===== src/rtl/fetch_prefetch_queue_if.sv =====
// Fetch front-end bus bundle: instruction-memory read port plus the
// valid/ready head-of-queue path towards decode.
// master = fetch unit side, slave = memory/decode side.
interface fetch_prefetch_queue_if #(
    parameter int WIDTH = 32
);
    logic             imem_req;
    logic [WIDTH-1:0] imem_addr;
    logic [WIDTH-1:0] imem_rdata;
    logic             dec_valid;
    logic             dec_ready;
    logic [WIDTH-1:0] instr_out;
    logic [WIDTH-1:0] pc_out;
    logic [WIDTH-1:0] pc_plus4_out;

    modport master (
        output imem_req,
        output imem_addr,
        input  imem_rdata,
        output dec_valid,
        output instr_out,
        output pc_out,
        output pc_plus4_out,
        input  dec_ready
    );

    modport slave (
        input  imem_req,
        input  imem_addr,
        output imem_rdata,
        input  dec_valid,
        input  instr_out,
        input  pc_out,
        input  pc_plus4_out,
        output dec_ready
    );
endinterface


===== src/rtl/fetch_prefetch_queue.sv =====
// Instruction-fetch front end with a small prefetch queue.
// Holds the PC, issues word reads to a 1-cycle-latency instruction memory,
// buffers {instr, pc, pc+4} and hands entries to decode via valid/ready.
// A redirect from execute flushes the queue and any in-flight read, then
// restarts fetch at the word-aligned target.
// Optional macro FETCH_PERF_CNT_EN adds saturating flush/stall counters.
module fetch_prefetch_queue #(
    parameter int               WIDTH    = 32,
    parameter int               DEPTH    = 4,
    parameter logic [WIDTH-1:0] RESET_PC = {WIDTH{1'b0}}
) (
    input  logic                     clk,
    input  logic                     rst,
    input  logic                     redirect,
    input  logic [WIDTH-1:0]         redirect_pc,
    fetch_prefetch_queue_if.master   bus,
    output logic [$clog2(DEPTH):0]   occupancy
`ifdef FETCH_PERF_CNT_EN
    ,
    output logic [31:0]              flush_count,
    output logic [31:0]              stall_count
`endif
);

    localparam int PW = $clog2(DEPTH);
    localparam int CW = PW + 1;

    localparam logic [CW:0]      CREDIT_LIMIT = (CW + 1)'(DEPTH);
    localparam logic [WIDTH-1:0] PC_STEP      = WIDTH'(4);
    localparam logic [WIDTH-1:0] ALIGN_MASK   = ~(WIDTH'(3));
    localparam logic [CW-1:0]    CNT_ZERO     = CW'(0);
    localparam logic [CW-1:0]    CNT_ONE      = CW'(1);
    localparam logic [PW-1:0]    PTR_ZERO     = PW'(0);
    localparam logic [PW-1:0]    PTR_ONE      = PW'(1);
    localparam logic [WIDTH-1:0] WORD_ZERO    = {WIDTH{1'b0}};

    // Queue storage
    logic [WIDTH-1:0] instr_mem_r [DEPTH];
    logic [WIDTH-1:0] pc_mem_r    [DEPTH];
    logic [WIDTH-1:0] pc4_mem_r   [DEPTH];

    logic [PW-1:0]    rd_ptr_r;
    logic [PW-1:0]    wr_ptr_r;
    logic [CW-1:0]    count_r;

    // Fetch state
    logic [WIDTH-1:0] pc_r;
    logic             inflight_r;
    logic [WIDTH-1:0] inflight_pc_r;
    logic             squash_r;

    // Per-cycle decisions
    logic             issue_s;
    logic             push_s;
    logic             pop_s;
    logic             head_valid_s;
    logic [WIDTH-1:0] head_instr_s;
    logic [WIDTH-1:0] head_pc_s;
    logic [WIDTH-1:0] head_pc4_s;

    // Issue credit and queue push/pop qualification; redirect overrides all
    always_comb begin
        issue_s = 1'b0;
        push_s  = 1'b0;
        pop_s   = 1'b0;
        if (rst && !redirect &&
            (({1'b0, count_r} + {{CW{1'b0}}, inflight_r}) < CREDIT_LIMIT)) begin
            issue_s = 1'b1;
        end else begin
            issue_s = 1'b0;
        end
        if (!redirect) begin
            push_s = inflight_r & ~squash_r;
            pop_s  = (count_r != CNT_ZERO) & bus.dec_ready;
        end else begin
            push_s = 1'b0;
            pop_s  = 1'b0;
        end
    end

    // Head-of-queue view; an empty queue presents an all-zero bubble
    always_comb begin
        head_valid_s = 1'b0;
        head_instr_s = WORD_ZERO;
        head_pc_s    = WORD_ZERO;
        head_pc4_s   = WORD_ZERO;
        if (count_r != CNT_ZERO) begin
            head_valid_s = 1'b1;
            head_instr_s = instr_mem_r[rd_ptr_r];
            head_pc_s    = pc_mem_r[rd_ptr_r];
            head_pc4_s   = pc4_mem_r[rd_ptr_r];
        end else begin
            head_valid_s = 1'b0;
        end
    end

    assign bus.imem_req     = issue_s;
    assign bus.imem_addr    = pc_r;
    assign bus.dec_valid    = head_valid_s;
    assign bus.instr_out    = head_instr_s;
    assign bus.pc_out       = head_pc_s;
    assign bus.pc_plus4_out = head_pc4_s;
    assign occupancy        = count_r;

    // PC, in-flight tracking and queue pointers/occupancy/storage
    always_ff @(posedge clk or negedge rst) begin
        if (!rst) begin
            pc_r          <= RESET_PC;
            inflight_r    <= 1'b0;
            inflight_pc_r <= WORD_ZERO;
            squash_r      <= 1'b0;
            rd_ptr_r      <= PTR_ZERO;
            wr_ptr_r      <= PTR_ZERO;
            count_r       <= CNT_ZERO;
            for (int i = 0; i < DEPTH; i++) begin
                instr_mem_r[i] <= WORD_ZERO;
                pc_mem_r[i]    <= WORD_ZERO;
                pc4_mem_r[i]   <= WORD_ZERO;
            end
        end else if (redirect) begin
            // Flush everything; the read that might still be returning is
            // marked for one cycle so it can never reach the queue.
            pc_r       <= redirect_pc & ALIGN_MASK;
            inflight_r <= 1'b0;
            squash_r   <= 1'b1;
            rd_ptr_r   <= PTR_ZERO;
            wr_ptr_r   <= PTR_ZERO;
            count_r    <= CNT_ZERO;
        end else begin
            squash_r   <= 1'b0;
            inflight_r <= issue_s;
            if (issue_s) begin
                pc_r          <= pc_r + PC_STEP;
                inflight_pc_r <= pc_r;
            end
            if (push_s) begin
                instr_mem_r[wr_ptr_r] <= bus.imem_rdata;
                pc_mem_r[wr_ptr_r]    <= inflight_pc_r;
                pc4_mem_r[wr_ptr_r]   <= inflight_pc_r + PC_STEP;
                wr_ptr_r              <= wr_ptr_r + PTR_ONE;
            end
            if (pop_s) begin
                rd_ptr_r <= rd_ptr_r + PTR_ONE;
            end
            case ({push_s, pop_s})
                2'b10:   count_r <= count_r + CNT_ONE;
                2'b01:   count_r <= count_r - CNT_ONE;
                default: count_r <= count_r;
            endcase
        end
    end

`ifdef FETCH_PERF_CNT_EN
    logic [31:0] flush_count_r;
    logic [31:0] stall_count_r;

    // Saturating counts of redirect cycles and decode back-pressure cycles
    always_ff @(posedge clk or negedge rst) begin
        if (!rst) begin
            flush_count_r <= 32'h0000_0000;
            stall_count_r <= 32'h0000_0000;
        end else begin
            if (redirect && (flush_count_r != 32'hFFFF_FFFF)) begin
                flush_count_r <= flush_count_r + 32'd1;
            end
            if (head_valid_s && !bus.dec_ready && (stall_count_r != 32'hFFFF_FFFF)) begin
                stall_count_r <= stall_count_r + 32'd1;
            end
        end
    end

    assign flush_count = flush_count_r;
    assign stall_count = stall_count_r;
`endif

endmodule


===== src/flat_wrapper.sv =====
// flat-port wrapper written by rule: the top's interface ports become plain ports
module fetch_prefetch_queue_flat 
#(
    parameter int               WIDTH    = 32,
    parameter int               DEPTH    = 4,
    parameter logic [WIDTH-1:0] RESET_PC = {WIDTH{1'b0}}
)
  (clk, rst, redirect, redirect_pc, occupancy, bus_imem_req, bus_imem_addr, bus_imem_rdata, bus_dec_valid, bus_instr_out, bus_pc_out, bus_pc_plus4_out, bus_dec_ready);
  fetch_prefetch_queue_if #(.WIDTH(WIDTH)) bus_i ();
  input  logic clk;
  input  logic rst;
  input  logic redirect;
  input  logic [WIDTH-1:0] redirect_pc;
  output logic [$clog2(DEPTH):0] occupancy;
  output wire logic [$bits(bus_i.imem_req)-1:0] bus_imem_req;
  output wire logic [$bits(bus_i.imem_addr)-1:0] bus_imem_addr;
  input wire logic [$bits(bus_i.imem_rdata)-1:0] bus_imem_rdata;
  output wire logic [$bits(bus_i.dec_valid)-1:0] bus_dec_valid;
  output wire logic [$bits(bus_i.instr_out)-1:0] bus_instr_out;
  output wire logic [$bits(bus_i.pc_out)-1:0] bus_pc_out;
  output wire logic [$bits(bus_i.pc_plus4_out)-1:0] bus_pc_plus4_out;
  input wire logic [$bits(bus_i.dec_ready)-1:0] bus_dec_ready;
  assign bus_imem_req = bus_i.imem_req;
  assign bus_imem_addr = bus_i.imem_addr;
  assign bus_i.imem_rdata = bus_imem_rdata;
  assign bus_dec_valid = bus_i.dec_valid;
  assign bus_instr_out = bus_i.instr_out;
  assign bus_pc_out = bus_i.pc_out;
  assign bus_pc_plus4_out = bus_i.pc_plus4_out;
  assign bus_i.dec_ready = bus_dec_ready;
  fetch_prefetch_queue #(.WIDTH(WIDTH), .DEPTH(DEPTH), .RESET_PC(RESET_PC)) u_core (.clk(clk), .rst(rst), .redirect(redirect), .redirect_pc(redirect_pc), .bus(bus_i), .occupancy(occupancy));
endmodule

===== config.mk =====
export PLATFORM = sky130hd
export DESIGN_NAME = fetch_prefetch_queue_flat
export DESIGN_NICKNAME = d
export VERILOG_FILES = /design/src/rtl/fetch_prefetch_queue_if.sv /design/src/rtl/fetch_prefetch_queue.sv /design/src/flat_wrapper.sv
export SDC_FILE = /design/constraint.sdc
export NUM_CORES = 1
export LEC_CHECK = 0
export CAP_MARGIN = 25
export CORE_ASPECT_RATIO = 0.75
export CORE_MARGIN = 2
export CORE_UTILIZATION = 52
export DETAILED_ROUTE_END_ITERATION = 10
export GPL_ROUTABILITY_DRIVEN = 0
export PLACE_DENSITY = 0.77
export SLEW_MARGIN = 10
export SYNTH_ARGS = -nofsm -noshare
export SYNTH_HDL_FRONTEND = slang
export SYNTH_SLANG_ARGS = --single-unit

===== constraint.sdc =====
create_clock -name clk -period 2.3 [get_ports clk]
set_input_delay 0.69 -clock clk [delete_from_list [all_inputs] [get_ports clk]]
set_output_delay 0.69 -clock clk [all_outputs]
set_load 0.02 [all_outputs]

==> flow_summary.toml, run 1 <==
[placement]
dpl.hpwl_um = 32730
dp.cells = 2301
post_dp_cell_area_um2 = 23480
post-place-ws_ps = -441.0
port_buffers = 192

[yosys]
synth-async-reset-ratio = 1.000
seq_area_frac_synth = 0.5406
avgSynthCellArea_um2 = 12.45
ys.warnings.count = 0
yosysMostFrequentCell = "dfrtp_1"
netlist_area_um2 = 20230
synth_edf_count = 0
synth_top_area_frac = 0.5406
synthTopCellsByArea = "dfrtp_1, mux2_2, mux4_2"
synth_common_cells = "dfrtp_1, nand2_1, mux2_2"
synth_cell_type_count = 58
synth_seq_cells = 437
synth_cells = 1624
yosysTopAreaCell = "dfrtp_1"
synthFlopType = "dfrtp_1"

[pwr]
vdd_drop_max_uv = 562.5
p_leak_uw = 0.01194
p_per_area_nw_per_um2 = 905.7

[die]
start_util = 0.5278
dieArea_um2 = 40510
fp.coreArea_um2 = 38320
die_w_um = 231.7
ios = 201
die_y_um = 174.8
rows = 62

[flow_run]
maxCapViolCount = 0

[global_routing]
grt_util_met3 = 0.04651
grt_pass1_vias = 14680
grt_usage = 0.2525
antenna_found_initial = 0
grtUsageMet2 = 0.3909
grtUsageMet1 = 0.3736
grt_pass1_wl_um = 80660
grt-ovfl-total = 0
top_usage_layer = "met2"
grt_max_degree = 161

[critical_path]
crit_type = "reg -> out"
worstSetupStartpointType = "flip-flop"
end_kind = "primary output"
cp_data_arrival_time_ps = 2290
reg2reg_depth = 8
cp-startpoint = "u_core.rd_ptr_r[0]"
crit_fanout = 5
timing.rr.start = "u_core.occupancy[0]"
required_ps = 1610

[cells_and_area]
fin_util = 0.6626
final_cells = 2410
drive_above_1_share = 0.3783
seq_area_um2 = 10940
design_area_um2 = 25390
final_nets = 1940
area_growth_syn_to_layout_pct = 25.53
antennaDiodeCount = 0
multiInputGateArea_um2 = 8871
fillCellCount = 2722

[status]
status = "complete, but fails checks"
violations = "setup timing"

[timing]
rsz0062_at_grt = "yes"
fin_crit_ps = 2984
setup_slack_ps = -684.0
drv_slew = 0
fin_skew_ps = 25.41
relSlewSlack = 0.3920
final-hold-violation-count = 0
fmax_ghz = 0.3351
worst_pin_slew_ps = 911.9
fin_setup_tns_ps = -52870
setup_viol = 93
fin_crit_sh = 1.297

[cts]
cts_tree = "done"
cts_max_path_buffers = 3
cts_buffers = 43
clk_pin_slew_ps = 60
h-tree-depth = 2
cts_sinks = 437
holdBufCountCts = 0
insertion_delay_ps = 560
cts-root-buf = "clkbuf_16"

[hold_path]
hp-class = "in -> async"

[routing]
routedWlPerCell_um = 20.89
drtPass1Iterations = 5
vias_per_cell = 5.801
vias = 13980
dr.first_iter.drc_count = 991
drc = 0
antenna_left = 0
drt-total-wl_um = 50350
[state kept, by name, summed over array words and instances, names as in the netlist]
signal                cells
u_core.bus.imem_addr     30
u_core.rd_ptr_r           2
u_core.pc_mem_r         120
u_core.inflight_pc_r     30
u_core.pc4_mem_r        120
u_core.wr_ptr_r           2
u_core.inflight_r         1
u_core.occupancy          3
u_core.squash_r           1
u_core.instr_mem_r      128
[per-layer routing]
metal | part of all wire | vias to the layer above
met5 | 0 | -
met4 | 0.018 | 0
met3 | 0.066 | 69
met2 | 0.47 | 434
met1 | 0.45 | 7252
li1 | - | 6226
[per-stage QoR]
| stage | power, uW | hold WS, ps |
|---|---|---|
| 2_1_floorplan | 12650 | 394.4 |
| 3_3_place_gp | 15050 | 454.3 |
| 3_5_place_dp | 15250 | 465.9 |
| 4_1_cts | 22720 | 475.4 |
| 5_1_grt | 23980 | 498.3 |
| 6_report | 23000 | 426.9 |
[placed cells by master, fill, tap and decap left out, types with 25 or more instances in the layout]
cell type	Yosys	routed
and2_1	97	39
and2_4	0	58
buf_12	0	46
buf_2	54	32
buf_4	7	73
buf_6	2	70
clkbuf_16	0	45
clkdlybuf4s50_1	0	63
dfrtp_1	437	434
dlygate4sd2_1	0	32
mux2_2	248	248
mux4_2	92	92
nand2_1	256	252
nand3_1	28	26
nand4_1	27	27
o21ai_0	131	130
xor2_1	25	25
[final cells by class]
class	instances	share of cell area
clock inverter	13	0.006455
sequential	437	0.4310
timing repair buffer	323	0.1351
multi-input combinational	1052	0.3494
inverter	8	0.001183
clock buffer	65	0.05159
tap	512	0.02523
[worst max-delay path, cell delays in order (launching register included)]
cell and delay [ps]:
dfrtp_4 550, buf_12 170, buf_12 130, buf_12 120
mux4_2 460, and2_4 180, buf_6 120
[cells by family (layout without fill, tap and decap cells)]
group,after synthesis,after routing,synth area share
AO/OA/AOI/OAI,182,182,0.05091
XOR/XNOR,34,34,0.01472
adder cells (fa/ha/maj),7,7,0.004701
buffers and inverters,140,409,0.03173
flip-flops,437,437,0.5406
multiplexers,341,341,0.2410
other,1,6,0.0001854
AND/OR/NAND/NOR,482,482,0.1161
[power breakdown]
| group | internal, uW | switching, uW |
|---|---|---|
| clock | 4280 | 3030 |
| sequential | 8660 | 700 |
| combinational | 3340 | 2990 |
[path summary, 6_finish.rpt]
path / end / slack, ps
worst max register to register: u_core.occupancy[2] / 50
worst min-delay path: u_core.pc4_mem_r[108] / 430
worst min register to register: u_core.pc4_mem_r[17] / 480
max in group asynchronous: u_core.pc4_mem_r[28] / 1140
min in group clk: u_core.pc4_mem_r[17] / 480
worst max-delay path: bus_pc_plus4_out[8] / -680
[what timing repair did]
action / CTS / global route
pin swaps: 10 / 7
hold endpoints to repair: 0 / 0
gates resized for setup: 511 / 117
endpoints found under the setup margin: 127 / 105
buffers inserted: 18 / 15
gates cloned: 1 / 1
No activity file was read; power rests on OpenSTA's default activity.
==> run 2, diff against run 1 <==
--- a/config.mk
+++ b/config.mk
@@ -8,10 +8,10 @@
 export CAP_MARGIN = 25
 export CORE_ASPECT_RATIO = 0.75
 export CORE_MARGIN = 2
-export CORE_UTILIZATION = 52
+export CORE_UTILIZATION = 40
 export DETAILED_ROUTE_END_ITERATION = 10
 export GPL_ROUTABILITY_DRIVEN = 0
-export PLACE_DENSITY = 0.77
+export SETUP_SLACK_MARGIN = 0.3
 export SLEW_MARGIN = 10
 export SYNTH_ARGS = -nofsm -noshare
 export SYNTH_HDL_FRONTEND = slang
==> flow_summary.toml, run 2 (same netlist as run 1, synthesis figures left out) <==
[status]
status = "complete, but fails checks"
violations = "setup timing"

[cells_and_area]
regMostFlops = "u_core.instr_mem_r"
final_cell_mix = "dfrtp_1, nand2_1, mux2_2"
fin_util = 0.5245
top_regs = "u_core.instr_mem_r (128), u_core.pc4_mem_r (120), u_core.pc_mem_r (120)"
final_common_cell = "dfrtp_1"
drive_above_1_share = 0.4339
final_nets = 1966
antennaDiodeCount = 0
final_cells = 2586
area_growth_syn_to_layout_pct = 29.69
largest_register_ffs = 128

[pwr]
power_uw = 23970
p_leak_uw = 0.01209
vdd_drop_max_uv = 426.7
p_per_area_nw_per_um2 = 913.9

[routing]
antenna_left = 0
drtPass1Iterations = 6
dr.first_iter.drc_count = 918
drt-total-wl_um = 51850
vias = 13600
routedWlPerCell_um = 20.05
drc = 0
vias_per_cell = 5.258

[timing]
setup_slack_ps = -768.6
worst_pin_slew_ps = 840.5
final-hold-violation-count = 0
fin_skew_ps = 21.84
setup_viol = 93
fin_crit_ps = 3069
hold_slack_ps = 87.47
relSlewSlack = 0.4397
fmax_ghz = 0.3259
drv_slew = 0
fin_crit_sh = 1.334
rsz0062_at_grt = "yes"

[critical_path]
crit_buf_inv = 5
crit_path_top_delay_cell = "dfrtp_4"
cpPeakStageDelay_ps = 530
reg2reg_depth = 8
worstSetupStartpointType = "flip-flop"
end_kind = "primary output"
ff2ff_setup_slack_ps = 230
path_cells = "buf_8 > buf_6 > buf_16 > buf_12 > mux4_2 > and2_4 > buf_6"
timing.rr.start = "u_core.occupancy[1]"
crit_type = "reg -> out"
crit_family = "buffers and inverters"
crit_fanout = 5
required_ps = 1610
path_common_cell = "buf_6"
worstReg2RegEnd = "u_core.occupancy[2]"
cp_data_arrival_time_ps = 2380

[global_routing]
grt_pass1_wl_um = 82190
grt_pass1_vias = 13930
grt_usage = 0.2016
grt_max_degree = 139
antenna_found_initial = 0
grt-ovfl-total = 0

[die]
start_util = 0.4044
rows = 71
die_w_um = 263.7
dieArea_um2 = 52400
die_y_um = 198.7
ios = 201
fp.coreArea_um2 = 50010

[flow_run]
maxCapViolCount = 0

[placement]
port_buffers = 192
dpl.hpwl_um = 33610
dp.cells = 2431

[cts]
clk_pin_slew_ps = 60
cts_sinks = 437
cts_buffers = 47
h-tree-depth = 2
holdBufCountCts = 0
cts_tree = "done"
cts-root-buf = "clkbuf_16"
insertion_delay_ps = 570
cts_max_path_buffers = 3

[hold_path]
hp-class = "in -> async"
==> run 2: final cells by class <==
| class | count | area [um^2] |
|---|---|---|
| clock buffer | 69 | 1420 |
| multi-input combinational | 1052 | 9009 |
| inverter | 8 | 36.28 |
| sequential | 437 | 10980 |
| clock inverter | 18 | 216.5 |
| fill | 4229 | 23780 |
| tap | 657 | 822.0 |
| timing repair buffer | 345 | 3751 |
==> run 2: metrics by stage <==
stage                     instance area, um^2  worst slack [ps]  TNS, ps
after global routing                    26230            -833.5   -66080
after floorplan                         20410             140.9        0
after CTS                               25750            -807.4   -62250
after detailed placement                23490            -502.4   -42220
after global placement                  23490            -510.1   -41900
final                                   26230            -768.6   -60670
==> run 2: layer usage <==
layer	track usage	part of all wire
met1	0.3107	0.49
met2	0.2996	0.44
met3	0.03367	0.048
met4	0.03979	0.015
met5	0	0
==> run 2: report_power, final <==
group	internal (uW)	switching (uW)	total [uW]
registers	8670	653	9330
logic	3640	3090	6730
clock network	4740	3180	7920
==> run 2: what timing repair did <==
item,CTS,global route
endpoints found under the setup margin,183,184
resized for setup,666,93
buffers inserted,39,21
gates cloned,6,2
pin swaps,15,7
==> run 2: how the worst max path moves through the flow <==
stage | depth (start not counted) | start | end
finish | 7 | u_core.rd_ptr_r[0] | bus_pc_out[13]
global route | 7 | u_core.rd_ptr_r[0] | bus_pc_out[11]
CTS | 7 | u_core.rd_ptr_r[0] | bus_pc_out[27]
detailed placement | 4 | u_core.rd_ptr_r[0] | bus_pc_plus4_out[11]
global placement | 4 | u_core.rd_ptr_r[0] | bus_pc_plus4_out[18]
floorplan | 5 | u_core.rd_ptr_r[0] | bus_pc_plus4_out[12]
